## config.mk

```make
export PLATFORM = sky130hd
export DESIGN_NAME = imem_loader
export DESIGN_NICKNAME = d
export VERILOG_FILES = /design/src/rtl/imem_loader_pkg.sv /design/src/rtl/imem_loader.sv
export SDC_FILE = /design/constraint.sdc
export NUM_CORES = 1
export LEC_CHECK = 0
export CAP_MARGIN = 25
export CORE_UTILIZATION = 45
export CTS_CLUSTER_DIAMETER = 30
export DETAILED_ROUTE_END_ITERATION = 12
export PLACE_DENSITY = 0.7
export SLEW_MARGIN = 20
export SYNTH_ARGS = -nofsm -noshare
export SYNTH_HDL_FRONTEND = slang
export SYNTH_SLANG_ARGS = --single-unit
```

## constraint.sdc

```tcl
create_clock -name clk -period 6.6 [get_ports clk]
set_clock_uncertainty 0.05 [all_clocks]
set_input_delay 0.66 -clock clk [delete_from_list [all_inputs] [get_ports clk]]
set_output_delay 0.66 -clock clk [all_outputs]
set_load 0.03 [all_outputs]
```

## src/rtl/imem_loader_pkg.sv

```systemverilog
// Shared definitions for the instruction-memory boot loader: FSM states and frame constants.
package imem_loader_pkg;

   typedef enum logic [2:0] {
      ST_IDLE,
      ST_LEN_HI,
      ST_LEN_LO,
      ST_WORD,
      ST_WRITE,
      ST_CSUM,
      ST_DONE,
      ST_ERR
   } state_t;

   localparam int LEN_BYTES      = 2;
   localparam int BYTES_PER_WORD = 4;

   // States in which the loader consumes bytes from the host stream.
   function automatic logic takes_bytes(input state_t s);
      return (s == ST_LEN_HI) || (s == ST_LEN_LO) || (s == ST_WORD) || (s == ST_CSUM);
   endfunction

endpackage

```

## src/rtl/imem_loader.sv

```systemverilog
// Boot-time loader: assembles a length-prefixed, checksummed byte stream into big-endian words,
// writes them to instruction memory and holds the CPU in reset until a good image is present.
import imem_loader_pkg::*;

module imem_loader #(
   parameter int unsigned DEPTH_WORDS = 256,
   parameter logic [31:0] BASE_ADDR   = 32'h0000_0000
) (
   input  logic        clk,
   input  logic        rst,
   input  logic        start,
   input  logic        byte_valid,
   input  logic [7:0]  byte_data,
   output logic        byte_ready,
   output logic        mem_wren,
   output logic [31:0] mem_addr,
   output logic [31:0] mem_wdata,
   output logic        cpu_hold,
   output logic        done,
   output logic        error
);

   state_t      state;
   state_t      state_next;
   logic [15:0] len;
   logic [15:0] idx;
   logic [7:0]  sum;
   logic [1:0]  byte_cnt;
   logic        accept;
   logic        load_start;
   logic [15:0] len_full;

   assign accept   = byte_valid && byte_ready;
   assign len_full = {len[15:8], byte_data};

   always_ff @(posedge clk or negedge rst) begin
      if (!rst) begin
         state <= ST_IDLE;
      end else begin
         state <= state_next;
      end
   end

   always_comb begin
      state_next = state;
      load_start = 1'b0;
      case (state)
         ST_IDLE, ST_DONE, ST_ERR: begin
            if (start) begin
               load_start = 1'b1;
               state_next = ST_LEN_HI;
            end
         end
         ST_LEN_HI: begin
            if (accept) state_next = ST_LEN_LO;
         end
         ST_LEN_LO: begin
            if (accept) begin
               if (32'(len_full) > DEPTH_WORDS) state_next = ST_ERR;
               else if (len_full == 16'd0)      state_next = ST_CSUM;
               else                             state_next = ST_WORD;
            end
         end
         ST_WORD: begin
            if (accept && (byte_cnt == 2'(BYTES_PER_WORD - 1))) state_next = ST_WRITE;
         end
         ST_WRITE: begin
            state_next = ((idx + 16'd1) == len) ? ST_CSUM : ST_WORD;
         end
         ST_CSUM: begin
            if (accept) state_next = (byte_data == sum) ? ST_DONE : ST_ERR;
         end
         default: state_next = ST_IDLE;
      endcase
   end

   // Outputs are registered from the next state so they line up with the state they describe.
   always_ff @(posedge clk or negedge rst) begin
      if (!rst) begin
         byte_ready <= 1'b0;
         mem_wren   <= 1'b0;
         mem_addr   <= BASE_ADDR;
         mem_wdata  <= 32'h0;
         cpu_hold   <= 1'b1;
         done       <= 1'b0;
         error      <= 1'b0;
         len        <= 16'h0;
         idx        <= 16'h0;
         sum        <= 8'h0;
         byte_cnt   <= 2'd0;
      end else begin
         byte_ready <= takes_bytes(state_next);
         mem_wren   <= (state_next == ST_WRITE);
         done       <= (state_next == ST_DONE);
         error      <= (state_next == ST_ERR);
         cpu_hold   <= (state_next != ST_DONE);
         if (load_start) begin
            sum      <= 8'h0;
            idx      <= 16'h0;
            byte_cnt <= 2'd0;
            mem_addr <= BASE_ADDR;
         end else begin
            if (accept) begin
               sum <= sum + byte_data;
               case (state)
                  ST_LEN_HI: len[15:8] <= byte_data;
                  ST_LEN_LO: len[7:0]  <= byte_data;
                  ST_WORD: begin
                     mem_wdata <= {mem_wdata[23:0], byte_data};
                     byte_cnt  <= byte_cnt + 2'd1;
                  end
                  default: ;
               endcase
            end
            // mem_addr already points at the word being written; advance it for the next one.
            if (state == ST_WRITE) begin
               idx      <= idx + 16'd1;
               mem_addr <= BASE_ADDR + {14'b0, idx + 16'd1, 2'b00};
            end
         end
      end
   end

endmodule
```

**Word level (Yosys, flattened, before mapping)**

Cells that the tools add are included.

- Flip-flop bits (word level): 114
- Logic and storage cells: 72
- Bits of input ports: 12

- Reductions and logical operators: 15
- Bitwise operators: 1
- Multiplexer cells: 21
- Equality and inequality tests: 18
- $lt $le $gt $ge: 1
- Add/sub/neg operators: 3

Operator list:

| operator | number |
|---|---|
| $mux W32 | 2 |
| $mux W16 | 2 |
| $eq A3 B3 Y1 const B | 8 |
| $mux W3 | 8 |
| $pmux W3 S6 | 1 |
| $add A16 B1 Y16 const B | 1 |
| $eq A16 B16 Y1 | 1 |
| $gt A16 B9 Y1 const B | 1 |
| $logic_not A16 Y1 | 1 |
| $mux W8 | 2 |
| $eq A3 B2 Y1 const B | 4 |
| $reduce_and A3 Y1 | 3 |
| $add A8 B8 Y8 | 1 |
| $eq A8 B8 Y1 | 1 |
| $eq A3 B1 Y1 const B | 2 |
| $mux W2 | 3 |
| $reduce_bool A2 Y1 | 3 |
| $logic_not A3 Y1 | 1 |
| $logic_or A1 B1 Y1 | 3 |
| $mux W1 | 3 |
| $ne A3 B3 Y1 const B | 1 |
| $reduce_or A3 Y1 | 1 |
| $add A2 B1 Y2 const B | 1 |
| $eq A2 B2 Y1 const B | 1 |
| other kinds (3) | 4 |

**Logic depth before layout (Yosys ltp)**

- Depth after elaboration: 9
- Gate-level depth with buffers: 9
- Mapped depth without buffers: 9

**Worst setup path after synthesis**

No wires, ideal clock.

- Path type: register to register
- From: register, netlist name mem_addr[2]
- To: register byte_ready
- Cell stages (with the launch flop): 9
- Data arrival time: 2.612 ns
- Required time: 6.413 ns
- Slack: 3.801 ns
- Setup time: 0.137 ns
- Path through: dfrtp_1 > ha_1 > nand4_1 > or4_4 > xnor2_2 > o211ai_1 > or4_4 > a21o_1 > a2bb2oi_1

RTL lines:

| item | line | text |
|---|---|---|
| end signal, assigned | imem_loader.sv:92 | `byte_ready <= takes_bytes(state_next);` |
| end, declared | imem_loader.sv:14 | `output logic byte_ready,` |

**Worst setup path after layout**

- From: input port byte_data[1]
- To: register sum[7]

- Longest elaborated chain between the ends: 3

Ends and longest elaborated chain:

| item | line | text |
|---|---|---|
| start, declared | imem_loader.sv:13 | `input logic [7:0] byte_data,` |
| $add A8 B8 Y8 | imem_loader.sv:104 | `sum <= sum + byte_data;` |
| $mux W8 | imem_loader.sv:103 | `if (accept) begin` |
| $mux W8 | imem_loader.sv:97 | `if (load_start) begin` |
| end signal, assigned | imem_loader.sv:104 |  |
| end, declared | imem_loader.sv:27 | `logic [7:0] sum;` |

Every way passes these cells. The select of a mux whose other input is x is not followed.
A chain may end at the register's enable or synchronous reset.

==> impl_metrics.toml <==
[power_and_ir_drop]
seq_power_share = 0.371
share_comb_of_total_power = 0.482
power_leakage_nw = 2.18
p_per_area_nw_per_um2 = 465
p_clk_frac = 0.148
total_power_mw = 2.42
power.switching_mw = 1.00
internal_power_mw = 1.42
swShare = 0.415
ir_drop_mv = 0.262

[route]
viasPerCell = 5.34
wl_met2_um = 4490
drc = 0
wirelength_um = 9180
drtAntennaViolNets = 0
dr.pass1.iters = 4
routedWlPerCell_um = 15.4
vias = 3184
topRoutingLayerUsed = "met4"
drtIter0Drc = 137
met1_length_um = 4110
dr_wl_met3_um = 398

[die]
dieArea_um2 = 10100
fp-row-count = 35
die_w_um = 100
core_um2 = 9330
initial_core_util = 0.467
fp.dieH_um = 100
io_pins = 81

[clock_tree]
clk_pin_slew_ps = 100
cts_hold_buf = 0
ctsResizeCount = 0
cts.sinks = 82
tritoncts = "yes"
htreeDepth = 3
numCtsBuffers = 9
clock_path_buffers = 2
cts_setup_buffers = 0
clk_latency_ps = 370
cts_root_buf = "clkbuf_8"

[worst_setup_path]
crit_required_ps = 6860
worstSetupPathType = "primary input to register"
setup.worst_path.start_class = "primary input"
cp_data_arrival_time_ps = 3260
cp-end-kind = "register"
crit_fanout = 6

[timing]
rsz0062_at_grt = "false"
final-hold-violation-count = 0
tns_ps = 0
clock.fmax_mhz = 333
period_needed_ps = 3000
setup_viol = 0
tightest_slew_ps = 901
fin_crit_sh = 0.455
finalMaxSlewViolations = 0
maxSlewHeadroom = 0.397

[synth]
ys_seq_area_frac = 0.471
yosys_most_used_dff = "dfrtp_1"
synth_common_cells = "dfrtp_1 (81), mux2_2 (48), nand2_1 (35)"
ys_warn_count = 0
synth.cell_area_um2 = 4360
yosysMostFrequentCell = "dfrtp_1"
ys_types = 53
async_flop_share = 1.00
netlist_top_cells_area = "dfrtp_1 (46%), mux2_2 (12%), xnor2_1 (4.0%)"
synth_edf_count = 0
yosys.area.top_type_share = 0.465
ys_seq_elements = 82
synthCells = 409
avgSynthCellArea_um2 = 10.7
synth_top_cell_by_area = "dfrtp_1"

[final_layout]
fin_cells = 596
stdcell_area_um2 = 5210
nets = 484
synthToLayoutAreaGrowth_pct = 19.5
final_util = 0.558
insertedDiodeCount = 0
drive_above_1_share = 0.161

[flow_run]
cap_violations = 0

[min_path]
hp-class = "primary input to async pin"

[run_status]
status = "finished clean"

[global_route]
grt_antenna_before_repair = 0
grt_usage = 0.196
grt_max_degree = 83
grt_pass1_vias = 3063
grt_pass1_wl_um = 15300
grt-ovfl-total = 0

[placement]
io_buffers = 64
dp_hpwl_um = 6480
routabilityCongestion = 0.852
dp_cells = 580
dpl_cell_area_um2 = 5010
worst paths after layout:
kind                                from       endpoint  slack [ps]  cells after the start
setup / recovery            byte_data[1]         sum[7]        3600                      9
hold / removal                       rst   mem_addr[12]         270                      1
setup reg to reg             mem_addr[4]     byte_ready        3610                      7
hold reg to reg            mem_wdata[28]  mem_wdata[28]         460                      1
max in group asynchronous            rst   mem_wdata[1]        5730                      1
min in group clk           mem_wdata[28]  mem_wdata[28]         460                      1
power groups by stage:
| stage | clock [mW] | combinational [mW] | sequential [mW] |
|---|---|---|---|
| after CTS | 0.365 | 1.17 | 0.901 |
| final | 0.357 | 1.17 | 0.897 |
| after floorplan | 0 | 0.612 | 1.08 |
| after global routing | 0.386 | 1.26 | 0.932 |
| after global placement | 0 | 1.14 | 0.899 |
| after detailed placement | 0 | 1.17 | 0.911 |
kinds of logic (layout without fill, tap and decap cells):
kind of cell             Yosys count  in the layout  synth area share
flip-flops                        82             82             0.471
AO/OA/AOI/OAI                     77             77             0.113
buffers and inverters             44             87            0.0551
adder cells (fa/ha/maj)           10             10            0.0304
AND/OR/NAND/NOR                  111            111             0.130
XOR/XNOR                          31             31            0.0640
other                              1             16          0.000860
multiplexers                      53             53             0.135
placed cells by master, fill, tap and decap left out, drive strengths merged, types with 2 or more instances in the layout:
cell | synthesis | final
dfrtp | 81 | 81
clkdlybuf4s50 | 0 | 63
mux2 | 48 | 48
nand2 | 35 | 35
o21ai | 26 | 26
nor2 | 26 | 26
xnor2 | 21 | 21
a21oi | 18 | 18
conb | 1 | 16
xor2 | 10 | 10
ha | 9 | 9
clkbuf | 17 | 9
inv | 4 | 9
nand3 | 8 | 8
nor4 | 8 | 8
mux2i | 5 | 5
nor3 | 5 | 5
a21o | 5 | 5
o31ai | 5 | 5
nor2b | 4 | 4
nand2b | 4 | 4
nand4 | 4 | 4
o21bai | 4 | 4
buf | 23 | 4
and4 | 3 | 3
o211ai | 3 | 3
o41ai | 3 | 3
or3 | 3 | 3
or4 | 3 | 3
and2 | 3 | 3
and3 | 2 | 2
a2111oi | 2 | 2
a211oi | 2 | 2
clkinvlp | 0 | 2
final cells by class:
class,count,area (um2)
inverters,4,15.0
repair buffers,67,664
fillers,815,4120
well taps,129,161
clock inverters,7,66.3
clock buffers,9,124
flip-flops and latches,82,2050
multi-input cells,298,2120
critical path, stage by stage:
cell and delay [ps]:
clkdlybuf4s50_1 650, ha_1 300, a21o_1 160, a21oi_1 230, o21bai_1 130, a2111oi_0 580, o211ai_1 210, a21o_1 220
a21oi_1 120
layer usage:
layer  vias up  GRT usage
met3        17     0.0557
met1      1544      0.245
met4         0     0.0702
met5         -          0
li1       1533          -
met2        90      0.323
state kept, by name, indices dropped and copies added (netlist names):
register,cells
mem_wdata,32
done,1
error,1
byte_ready,1
state,3
mem_addr,16
mem_wren,1
len,16
byte_cnt,2
cpu_hold,1
sum,8
metrics by stage:
| stage | hold slack, ps | setup WS [ps] |
|---|---|---|
| after floorplan | 314 | 3800 |
| after global placement | 440 | 3390 |
| after detailed placement | 445 | 3240 |
| after CTS | 449 | 3610 |
| after global routing | 322 | 3360 |
| final | 273 | 3600 |
Power figures use the tool's default switching activity.
